**config.mk**
```make
export PLATFORM = sky130hd
export DESIGN_NAME = w_writeback_grf_flat
export DESIGN_NICKNAME = d
export VERILOG_FILES = /design/src/rtl/w_writeback_grf_pkg.sv /design/src/rtl/w_writeback_grf_if.sv /design/src/rtl/w_writeback_grf_wb_decode.sv /design/src/rtl/w_writeback_grf.sv /design/src/flat_wrapper.sv
export SDC_FILE = /design/constraint.sdc
export NUM_CORES = 2
export LEC_CHECK = 0
export ABC_AREA = 1
export BUFFER_PORTS_ARGS = -buffer_cell sky130_fd_sc_hd__buf_2
export CAP_MARGIN = 0
export CORE_MARGIN = 2
export CORE_UTILIZATION = 45
export DETAILED_ROUTE_END_ITERATION = 10
export PLACE_DENSITY = 0.62
export SYNTH_ARGS = -nofsm -noshare
export SYNTH_HDL_FRONTEND = slang
export SYNTH_HIERARCHICAL = 1
export SYNTH_SLANG_ARGS = --single-unit
export TNS_END_PERCENT = 5
```
**constraint.sdc**
```tcl
create_clock -name clk -period 3.9 [get_ports clk]
set_clock_uncertainty 0.05 [all_clocks]
set_input_delay 0.39 -clock clk [delete_from_list [all_inputs] [get_ports clk]]
set_output_delay 0.39 -clock clk [all_outputs]
set_load 0.01 [all_outputs]
```
**src/rtl/w_writeback_grf_pkg.sv**
```systemverilog
// ---------------------------------------------------------------------------
// mips_defs : shared MIPS encodings and write-back definitions.
//   - opcode / funct / COP0 rs-field constants
//   - REG_RA (jal link register), RESET_PC (trace PC after reset)
//   - wb_src_e : where the W stage takes its write-back data from
// Used by wb_decode (and later the hazard unit) and the W-stage top.
// ---------------------------------------------------------------------------
package mips_defs;

  localparam int DATA_W_DEF = 32;
  localparam int REG_AW     = 5;

  // primary opcodes
  localparam logic [5:0] OP_SPECIAL = 6'h00;
  localparam logic [5:0] OP_JAL     = 6'h03;
  localparam logic [5:0] OP_BEQ     = 6'h04;
  localparam logic [5:0] OP_BNE     = 6'h05;
  localparam logic [5:0] OP_ADDI    = 6'h08;
  localparam logic [5:0] OP_ANDI    = 6'h0c;
  localparam logic [5:0] OP_ORI     = 6'h0d;
  localparam logic [5:0] OP_LUI     = 6'h0f;
  localparam logic [5:0] OP_COP0    = 6'h10;
  localparam logic [5:0] OP_LB      = 6'h20;
  localparam logic [5:0] OP_LH      = 6'h21;
  localparam logic [5:0] OP_LW      = 6'h23;
  localparam logic [5:0] OP_SB      = 6'h28;
  localparam logic [5:0] OP_SH      = 6'h29;
  localparam logic [5:0] OP_SW      = 6'h2b;

  // SPECIAL funct codes
  localparam logic [5:0] F_JR      = 6'h08;
  localparam logic [5:0] F_SYSCALL = 6'h0c;
  localparam logic [5:0] F_MFHI    = 6'h10;
  localparam logic [5:0] F_MTHI    = 6'h11;
  localparam logic [5:0] F_MFLO    = 6'h12;
  localparam logic [5:0] F_MTLO    = 6'h13;
  localparam logic [5:0] F_MULT    = 6'h18;
  localparam logic [5:0] F_MULTU   = 6'h19;
  localparam logic [5:0] F_DIV     = 6'h1a;
  localparam logic [5:0] F_DIVU    = 6'h1b;
  localparam logic [5:0] F_ADD     = 6'h20;
  localparam logic [5:0] F_SUB     = 6'h22;
  localparam logic [5:0] F_AND     = 6'h24;
  localparam logic [5:0] F_OR      = 6'h25;
  localparam logic [5:0] F_SLT     = 6'h2a;
  localparam logic [5:0] F_SLTU    = 6'h2b;

  // COP0 rs-field sub-ops (eret uses CP0_CO)
  localparam logic [4:0] CP0_MF = 5'h00;
  localparam logic [4:0] CP0_MT = 5'h04;
  localparam logic [4:0] CP0_CO = 5'h10;

  localparam logic [REG_AW-1:0] REG_RA   = 5'd31;
  localparam logic [31:0]       RESET_PC = 32'h0000_3000;

  typedef enum logic [2:0] {
    WB_NONE = 3'd0,
    WB_ALU  = 3'd1,
    WB_DM   = 3'd2,
    WB_MD   = 3'd3,
    WB_PC8  = 3'd4
  } wb_src_e;

endpackage

```
**src/rtl/w_writeback_grf_if.sv**
```systemverilog
// ---------------------------------------------------------------------------
// w_writeback_grf_if : W-stage bundle, D-stage read ports, W write bus and
// commit trace of the write-back / register-file block.
//   slave  : the block's view (bundle + read addresses in, everything else out)
//   master : the pipeline's view
// ---------------------------------------------------------------------------
interface w_writeback_grf_if #(
  parameter int DATA_W = 32,
  parameter int CNT_W  = 32
);
  // W-stage bundle
  logic [DATA_W-1:0] in_pc;
  logic [31:0]       in_instr;
  logic [DATA_W-1:0] in_alu_out;
  logic [DATA_W-1:0] in_dm_out;
  logic [DATA_W-1:0] in_md_out;
  // D-stage read ports
  logic [4:0]        rs_addr;
  logic [4:0]        rt_addr;
  logic [DATA_W-1:0] rs_data;
  logic [DATA_W-1:0] rt_data;
  // W write bus (forwarding source)
  logic              w_we;
  logic [4:0]        w_addr;
  logic [DATA_W-1:0] w_data;
  // commit trace
  logic              commit_valid;
  logic [DATA_W-1:0] commit_pc;
  logic [4:0]        commit_addr;
  logic [DATA_W-1:0] commit_data;
  logic [CNT_W-1:0]  retire_count;

  modport slave (
    input  in_pc, in_instr, in_alu_out, in_dm_out, in_md_out, rs_addr, rt_addr,
    output rs_data, rt_data, w_we, w_addr, w_data,
           commit_valid, commit_pc, commit_addr, commit_data, retire_count
  );

  modport master (
    output in_pc, in_instr, in_alu_out, in_dm_out, in_md_out, rs_addr, rt_addr,
    input  rs_data, rt_data, w_we, w_addr, w_data,
           commit_valid, commit_pc, commit_addr, commit_data, retire_count
  );
endinterface

```
**src/rtl/w_writeback_grf_wb_decode.sv**
```systemverilog
// ---------------------------------------------------------------------------
// wb_decode : combinational W-stage write-back decode.
//   i_instr    : instruction word (0 = bubble)
//   o_we_raw   : instruction writes a GPR (destination may still be $0)
//   o_dst      : destination register index
//   o_wb_src   : write-back data source
// Anything not decoded below is non-writing (stores, branches, jr,
// mult/div/mthi/mtlo, mtc0, eret, syscall, bubble).
// ---------------------------------------------------------------------------
module wb_decode
  import mips_defs::*;
(
  input  logic [31:0]       i_instr,
  output logic              o_we_raw,
  output logic [REG_AW-1:0] o_dst,
  output wb_src_e           o_wb_src
);
  logic [5:0]        w_op;
  logic [5:0]        w_funct;
  logic [4:0]        w_rs;
  logic [REG_AW-1:0] w_rt;
  logic [REG_AW-1:0] w_rd;
  logic              w_unused_shamt;

  assign w_op           = i_instr[31:26];
  assign w_rs           = i_instr[25:21];
  assign w_rt           = i_instr[20:16];
  assign w_rd           = i_instr[15:11];
  assign w_funct        = i_instr[5:0];
  assign w_unused_shamt = ^i_instr[10:6];

  always_comb begin
    o_we_raw = 1'b0;
    o_dst    = '0;
    o_wb_src = WB_NONE;
    case (w_op)
      OP_SPECIAL: begin
        case (w_funct)
          F_ADD, F_SUB, F_AND, F_OR, F_SLT, F_SLTU: begin
            o_we_raw = 1'b1;
            o_dst    = w_rd;
            o_wb_src = WB_ALU;
          end
          F_MFHI, F_MFLO: begin
            o_we_raw = 1'b1;
            o_dst    = w_rd;
            o_wb_src = WB_MD;
          end
          default: ;
        endcase
      end
      OP_ADDI, OP_ANDI, OP_ORI, OP_LUI: begin
        o_we_raw = 1'b1;
        o_dst    = w_rt;
        o_wb_src = WB_ALU;
      end
      OP_LB, OP_LH, OP_LW: begin
        o_we_raw = 1'b1;
        o_dst    = w_rt;
        o_wb_src = WB_DM;
      end
      OP_COP0: begin
        // only mfc0 writes; CP0 read data rides on the load-data path
        if (w_rs == CP0_MF) begin
          o_we_raw = 1'b1;
          o_dst    = w_rt;
          o_wb_src = WB_DM;
        end
      end
      OP_JAL: begin
        o_we_raw = 1'b1;
        o_dst    = REG_RA;
        o_wb_src = WB_PC8;
      end
      default: ;
    endcase
  end
endmodule

```
**src/rtl/w_writeback_grf.sv**
```systemverilog
// ---------------------------------------------------------------------------
// w_writeback_grf : W-stage write-back and general register file.
//   clk, reset : clock; synchronous active-high reset
//   bus        : w_writeback_grf_if.slave
//     in_*              W-stage bundle (pc, instr, alu/dm/md results)
//     rs/rt_addr/_data  D-stage read ports with same-cycle write-through
//     w_we/addr/data    combinational W write bus for E/M forwarding
//     commit_*          registered copy of last cycle's write bus + pc
//     retire_count      non-bubble instructions seen since reset
// ---------------------------------------------------------------------------
module w_writeback_grf
  import mips_defs::*;
#(
  parameter int DATA_W  = 32,
  parameter int REG_NUM = 32,
  parameter int CNT_W   = 32
) (
  input  logic              clk,
  input  logic              reset,
  w_writeback_grf_if.slave  bus
);
  localparam int NUM_RD = 2;

  logic              w_we_raw;
  logic [REG_AW-1:0] w_dst;
  wb_src_e           w_src;
  logic [DATA_W-1:0] w_mux;
  logic              w_we;
  logic [REG_AW-1:0] w_addr;
  logic [DATA_W-1:0] w_data;

  logic [DATA_W-1:0] r_grf [REG_NUM];

  logic [NUM_RD-1:0][REG_AW-1:0] w_rd_addr;
  logic [NUM_RD-1:0][DATA_W-1:0] w_rd_data;

  logic              r_commit_valid;
  logic [DATA_W-1:0] r_commit_pc;
  logic [REG_AW-1:0] r_commit_addr;
  logic [DATA_W-1:0] r_commit_data;
  logic [CNT_W-1:0]  r_retire_count;

  wb_decode u_dec (
    .i_instr  (bus.in_instr),
    .o_we_raw (w_we_raw),
    .o_dst    (w_dst),
    .o_wb_src (w_src)
  );

  always_comb begin
    w_mux = '0;
    case (w_src)
      WB_ALU:  w_mux = bus.in_alu_out;
      WB_DM:   w_mux = bus.in_dm_out;
      WB_MD:   w_mux = bus.in_md_out;
      WB_PC8:  w_mux = bus.in_pc + DATA_W'(8);
      default: w_mux = '0;
    endcase
  end

  // $0 writes are squashed here so every consumer of the bus sees a clean 0
  assign w_we   = w_we_raw && (w_dst != '0);
  assign w_addr = w_we ? w_dst : '0;
  assign w_data = w_we ? w_mux : '0;

  // w_we never targets index 0, so entry 0 stays at its reset value
  always_ff @(posedge clk) begin
    if (reset) begin
      for (int i = 0; i < REG_NUM; i++) r_grf[i] <= '0;
    end else if (w_we) begin
      r_grf[w_addr] <= w_data;
    end
  end

  // read ports: $0 forced to zero, then same-cycle W bypass, then array
  assign w_rd_addr = {bus.rt_addr, bus.rs_addr};

  for (genvar p = 0; p < NUM_RD; p++) begin : g_rd
    assign w_rd_data[p] = (w_rd_addr[p] == '0)                ? '0     :
                          (w_we && (w_rd_addr[p] == w_addr)) ? w_data :
                                                               r_grf[w_rd_addr[p]];
  end

  assign bus.rs_data = w_rd_data[0];
  assign bus.rt_data = w_rd_data[1];

  always_ff @(posedge clk) begin
    if (reset) begin
      r_commit_valid <= 1'b0;
      r_commit_pc    <= DATA_W'(RESET_PC);
      r_commit_addr  <= '0;
      r_commit_data  <= '0;
      r_retire_count <= '0;
    end else begin
      r_commit_valid <= w_we;
      r_commit_pc    <= bus.in_pc;
      r_commit_addr  <= w_addr;
      r_commit_data  <= w_data;
      // bubbles don't retire; non-writing instructions do
      if (bus.in_instr != '0) r_retire_count <= r_retire_count + CNT_W'(1);
    end
  end

  assign bus.w_we         = w_we;
  assign bus.w_addr       = w_addr;
  assign bus.w_data       = w_data;
  assign bus.commit_valid = r_commit_valid;
  assign bus.commit_pc    = r_commit_pc;
  assign bus.commit_addr  = r_commit_addr;
  assign bus.commit_data  = r_commit_data;
  assign bus.retire_count = r_retire_count;
endmodule

```
**src/flat_wrapper.sv**
```systemverilog
// flat-port wrapper written by rule: the top's interface ports become plain ports
module w_writeback_grf_flat import mips_defs::*;
#(
  parameter int DATA_W  = 32,
  parameter int REG_NUM = 32,
  parameter int CNT_W   = 32
)
  (clk, reset, bus_in_pc, bus_in_instr, bus_in_alu_out, bus_in_dm_out, bus_in_md_out, bus_rs_addr, bus_rt_addr, bus_rs_data, bus_rt_data, bus_w_we, bus_w_addr, bus_w_data, bus_commit_valid, bus_commit_pc, bus_commit_addr, bus_commit_data, bus_retire_count);
  w_writeback_grf_if #(.DATA_W(DATA_W), .CNT_W(CNT_W)) bus_i ();
  input  logic clk;
  input  logic reset;
  input wire logic [$bits(bus_i.in_pc)-1:0] bus_in_pc;
  input wire logic [$bits(bus_i.in_instr)-1:0] bus_in_instr;
  input wire logic [$bits(bus_i.in_alu_out)-1:0] bus_in_alu_out;
  input wire logic [$bits(bus_i.in_dm_out)-1:0] bus_in_dm_out;
  input wire logic [$bits(bus_i.in_md_out)-1:0] bus_in_md_out;
  input wire logic [$bits(bus_i.rs_addr)-1:0] bus_rs_addr;
  input wire logic [$bits(bus_i.rt_addr)-1:0] bus_rt_addr;
  output wire logic [$bits(bus_i.rs_data)-1:0] bus_rs_data;
  output wire logic [$bits(bus_i.rt_data)-1:0] bus_rt_data;
  output wire logic [$bits(bus_i.w_we)-1:0] bus_w_we;
  output wire logic [$bits(bus_i.w_addr)-1:0] bus_w_addr;
  output wire logic [$bits(bus_i.w_data)-1:0] bus_w_data;
  output wire logic [$bits(bus_i.commit_valid)-1:0] bus_commit_valid;
  output wire logic [$bits(bus_i.commit_pc)-1:0] bus_commit_pc;
  output wire logic [$bits(bus_i.commit_addr)-1:0] bus_commit_addr;
  output wire logic [$bits(bus_i.commit_data)-1:0] bus_commit_data;
  output wire logic [$bits(bus_i.retire_count)-1:0] bus_retire_count;
  assign bus_i.in_pc = bus_in_pc;
  assign bus_i.in_instr = bus_in_instr;
  assign bus_i.in_alu_out = bus_in_alu_out;
  assign bus_i.in_dm_out = bus_in_dm_out;
  assign bus_i.in_md_out = bus_in_md_out;
  assign bus_i.rs_addr = bus_rs_addr;
  assign bus_i.rt_addr = bus_rt_addr;
  assign bus_rs_data = bus_i.rs_data;
  assign bus_rt_data = bus_i.rt_data;
  assign bus_w_we = bus_i.w_we;
  assign bus_w_addr = bus_i.w_addr;
  assign bus_w_data = bus_i.w_data;
  assign bus_commit_valid = bus_i.commit_valid;
  assign bus_commit_pc = bus_i.commit_pc;
  assign bus_commit_addr = bus_i.commit_addr;
  assign bus_commit_data = bus_i.commit_data;
  assign bus_retire_count = bus_i.retire_count;
  w_writeback_grf #(.DATA_W(DATA_W), .REG_NUM(REG_NUM), .CNT_W(CNT_W)) u_core (.clk(clk), .reset(reset), .bus(bus_i));
endmodule
```
==> Flow_metrics.wiki <==
{| class="wikitable"
! Metric !! Value
|-
| TritonCTS clock tree || done
|-
| Number of DRC markers in iteration 0 || 10,407
|-
| Number of buffer cells added on primary ports || ~380
|-
| Via-to-Cell Ratio || approximately 6.2
|-
| Core area || roughly 140,000 um2
|-
| Final hold violation count || 0
|-
| DRC || 0
|-
| Antenna violations before repair || 20
|-
| Number of instances in the synthesized netlist || between 8,000 and 9,000
|-
| Gate power share || 13.1%
|-
| Slew Limit Fails || 0
|-
| Number of synthesized register bits || about 1,100
|-
| DIE WIDTH || roughly 380 um
|-
| Setup tns final || 0 ps
|-
| Number of buffer and inverter stages on the critical path || 4
|-
| Worst-Skew Late Latency || ~800 ps
|-
| Post-synth EDFFs || about 1,000
|-
| Worst path arrival time || 3400 ps
|-
| Count of max-cap constraint violations || 0
|-
| Max-Slew Margin vs Limit || between 30 and 40%
|-
| Weighted congestion at the end of routability-driven global placement || 0.9642
|-
| Number of levels in the clock H-tree || 4
|-
| Total via count after detailed routing || between 60,000 and 70,000
|-
| Die Y || between 300 and 400 um
|-
| Clock Tree Root || sky130_fd_sc_hd__clkbuf_16
|-
| Tmin final || approximately 3800 ps
|-
| Wire length per cell after detailed routing || 27.02 um
|-
| Net switching power of the design || a little over 8 mW
|-
| Iteration count of the initial detailed-routing pass || 10
|-
| Global-route usage over all layers || a little under two fifths
|-
| FFs w/ async S/R, synth || 0%
|-
| Class of the most critical hold timing path || in2reg
|-
| RSZ-0062 raised after global routing || no
|-
| Path type of the worst setup path || in2out
|-
| Lkg Pwr || 28.47 nW
|-
| Remaining number of nets flagged by the antenna check after routing || 0
|-
| Critical Path Most Common Cell || sky130_fd_sc_hd__nand2_1
|-
| Row count || roughly 140
|-
| Area delta synth->final || 14.86%
|-
| Post CTS Setup Buffer Count || 0
|-
| Relative contribution of the clock network to total power || between 40% and 50%
|-
| Sequential power share || between 40% and 50%
|-
| Post-synthesis cell type with the largest combined area || sky130_fd_sc_hd__edfxtp_1
|-
| Detailed Route WL || around 270,000 um
|-
| Max FO, Critical Path || 6
|-
| Cell area after synthesis || 62,260 um2
|-
| Internal portion of total power || approximately 22 mW
|-
| Prevailing post-synth register cell || sky130_fd_sc_hd__edfxtp_1
|-
| Power density over the cells || between 400 and 500 nW/um2
|-
| Status || finished, final reports clean
|-
| Top cell type's share of synthesized area || between 40% and 50%
|-
| Sequential area share after synthesis || 52.66%
|-
| I/O Pins || about 380
|-
| Die outline area || 141,400 um2
|-
| Final setup violation count || 0
|-
| Clock-pin slew on the worst setup and hold paths || 60 ps
|-
| Beginning of the worst hold path || bus_in_pc[31]
|-
| Initial core utilization || a little under half
|-
| Maximum buffer depth of the clock tree || 3
|-
| Commonest cells in the netlist || 2,611 x sky130_fd_sc_hd__nand2_1, 1,888 x sky130_fd_sc_hd__nand3_1, 1,307 x sky130_fd_sc_hd__nor2_1, 1,024 x sky130_fd_sc_hd__edfxtp_1, 309 x sky130_fd_sc_hd__clkbuf_1
|-
| Fraction of final layout cells with drive strength greater than 1 || 11.74%
|-
| Sequence of cells on the critical path || dlygate4sd3_1, buf_2, nand2_1, nor2_1, nand2_1, nor2_2, nor2_1, o21ai_1, nand2_2, buf_4, nand2_1, nand2_1, nor2_1, buf_2
|-
| Mean instance size in the synthesized netlist || a little under 8 um2
|-
| Number of global-route vias before repair || approximately 60,000
|-
| Warning count from the yosys run || 6
|-
| Critical path launch point type || input pin
|-
| Detailed-placement wirelength estimate || 164,700 um
|-
| Dominant cell by count in the synthesized netlist || sky130_fd_sc_hd__nand2_1
|-
| Delay of the slowest cell on the worst path || 650 ps
|-
| TritonCTS buffer count || 131
|-
| Final cycle utilization of the critical path || 98.35%
|-
| Post-layout utilization of the core || a little over half
|-
| Cell variety after synth || 38
|-
| Number of nets in the final layout || 8,442
|-
| GR Overflow Total || 0
|-
| Achievable Freq || roughly 260 MHz
|-
| Switching Fraction || between 20% and 30%
|-
| Launching point of the worst reg2reg path || u_core/bus.retire_count[3]
|-
| Actual slew at the worst max-slew pin || roughly 1000 ps
|-
| Top post-synthesis cells by area || sky130_fd_sc_hd__edfxtp_1 49%, sky130_fd_sc_hd__nand2_1 16%, sky130_fd_sc_hd__nand3_1 15%
|-
| CP Capture Type || output pin
|-
| Slowest stage cell, crit path || sky130_fd_sc_hd__dlygate4sd3_1
|-
| TritonCTS Sinks || roughly 1,100
|-
| Kind of cell adding the most delay to the critical path || simple AND/OR/NAND/NOR gates
|-
| Worst endpoint required time || ~3500 ps
|-
| Source of the critical timing path || bus_in_pc[18]
|-
| Worst IR Drop VDD || roughly 0.50 mV
|-
| Maximum number of pins on one net before global-route repair || 155
|-
| Global-route wire length before repair || 395,100 um
|}
[flip-flops by register name, summed over array words and instances, names as in the netlist]
register and count:
u_core/bus.commit_addr 5, u_core/bus.retire_count 32, u_core/r_grf 1024, u_core/bus.commit_data 32, u_core/bus.commit_pc 32, u_core/bus.commit_valid 1
[path summary, 6_finish.rpt]
kind,cells after the start,end,slack [ps]
worst max-delay path,14,bus_rt_data[19],60
worst min-delay path,3,u_core/bus.commit_pc[31],90
worst max register to register,9,u_core/bus.retire_count[25],1910
worst min register to register,2,u_core/bus.retire_count[29],460
[placed cells by master, fill, tap and decap left out, drive strengths merged, types with 5 or more instances in the layout]
| master | count |
|---|---|
| nand2 | 2619 |
| nand3 | 1896 |
| nor2 | 1315 |
| edfxtp | 1024 |
| buf | 687 |
| inv | 182 |
| clkbuf | 167 |
| dfxtp | 102 |
| o21ai | 64 |
| a21oi | 60 |
| clkinv | 54 |
| a31oi | 42 |
| dlygate4sd3 | 32 |
| conb | 32 |
| nor3 | 24 |
| o211ai | 17 |
| nand4 | 10 |
| xnor2 | 9 |
| xor2 | 8 |
| bufinv | 5 |
| o21bai | 5 |
[power groups by stage]
| stage | Clock (mW) | Combinational [mW] | Sequential, mW |
|---|---|---|---|
| floorplan | 0 | 2.13 | 14.2 |
| finish | 12.0 | 3.93 | 14.0 |
| global placement | 0 | 3.72 | 14.2 |
| global route | 12.5 | 4.16 | 14.1 |
| detailed placement | 0 | 3.76 | 14.3 |
| CTS | 12.0 | 3.80 | 14.0 |
[worst min-delay path, stage by stage]
cell and delay [ps]:
sky130_fd_sc_hd__buf_2 170, sky130_fd_sc_hd__inv_1 180, sky130_fd_sc_hd__nor2_1 130
[per-layer routing]
metal  vias to the layer above  part of all wire [%]  global-route usage, %
met5                         -                 0.053                      0
met1                     29538                    35                  47.77
met2                      5007                    44                  57.86
met3                      1062                    15                  11.23
li1                      27158                     -                      -
met4                        22                   6.7                  22.61
[logic make-up after synthesis]
group                      synth area share (%)
buffers and inverters                     5.805
xor gates and xnor gates                 0.2391
and+or+nand+nor                           39.55
AOI/OAI and AO/OA                         1.696
adders and majority gates               0.04018
other                                  0.006023
DFF                                       52.66
[per-stage QoR]
| stage | worst slack (ps) | hold WS, ps | cells | cell area (um2) | power, mW |
|---|---|---|---|---|---|
| 2_1_floorplan | 750.7 | 433.2 | 8094 | 62380 | 16.33 |
| 3_3_place_gp | 90.60 | 421.5 | 9897 | 67130 | 17.95 |
| 3_5_place_dp | 101.2 | 436.8 | 9897 | 67130 | 18.01 |
| 4_1_cts | 67.94 | 43.34 | 10161 | 71490 | 29.81 |
| 5_1_grt | 37.27 | 49.70 | 10164 | 71510 | 30.71 |
| 6_report | 64.21 | 85.56 | 10165 | 71520 | 29.92 |
[area by class of cell]
| cell class | count | area, um2 |
|---|---|---|
| inverters | 178 | 710.7 |
| clock buffers | 167 | 3540 |
| clock inverters | 65 | 499.2 |
| diodes | 4 | 10.01 |
| repair buffers | 719 | 5520 |
| fillers | 12749 | 65800 |
| multi-input cells | 6112 | 26200 |
| flip-flops and latches | 1126 | 32790 |
| well taps | 1794 | 2245 |
[timing repair]
action                     4_1_cts  5_1_grt
setup endpoints to repair        0        6
resized for setup                0        5
hold endpoints to repair        43        0
hold buffers                    32        0
Power figures use the tool's default switching activity.
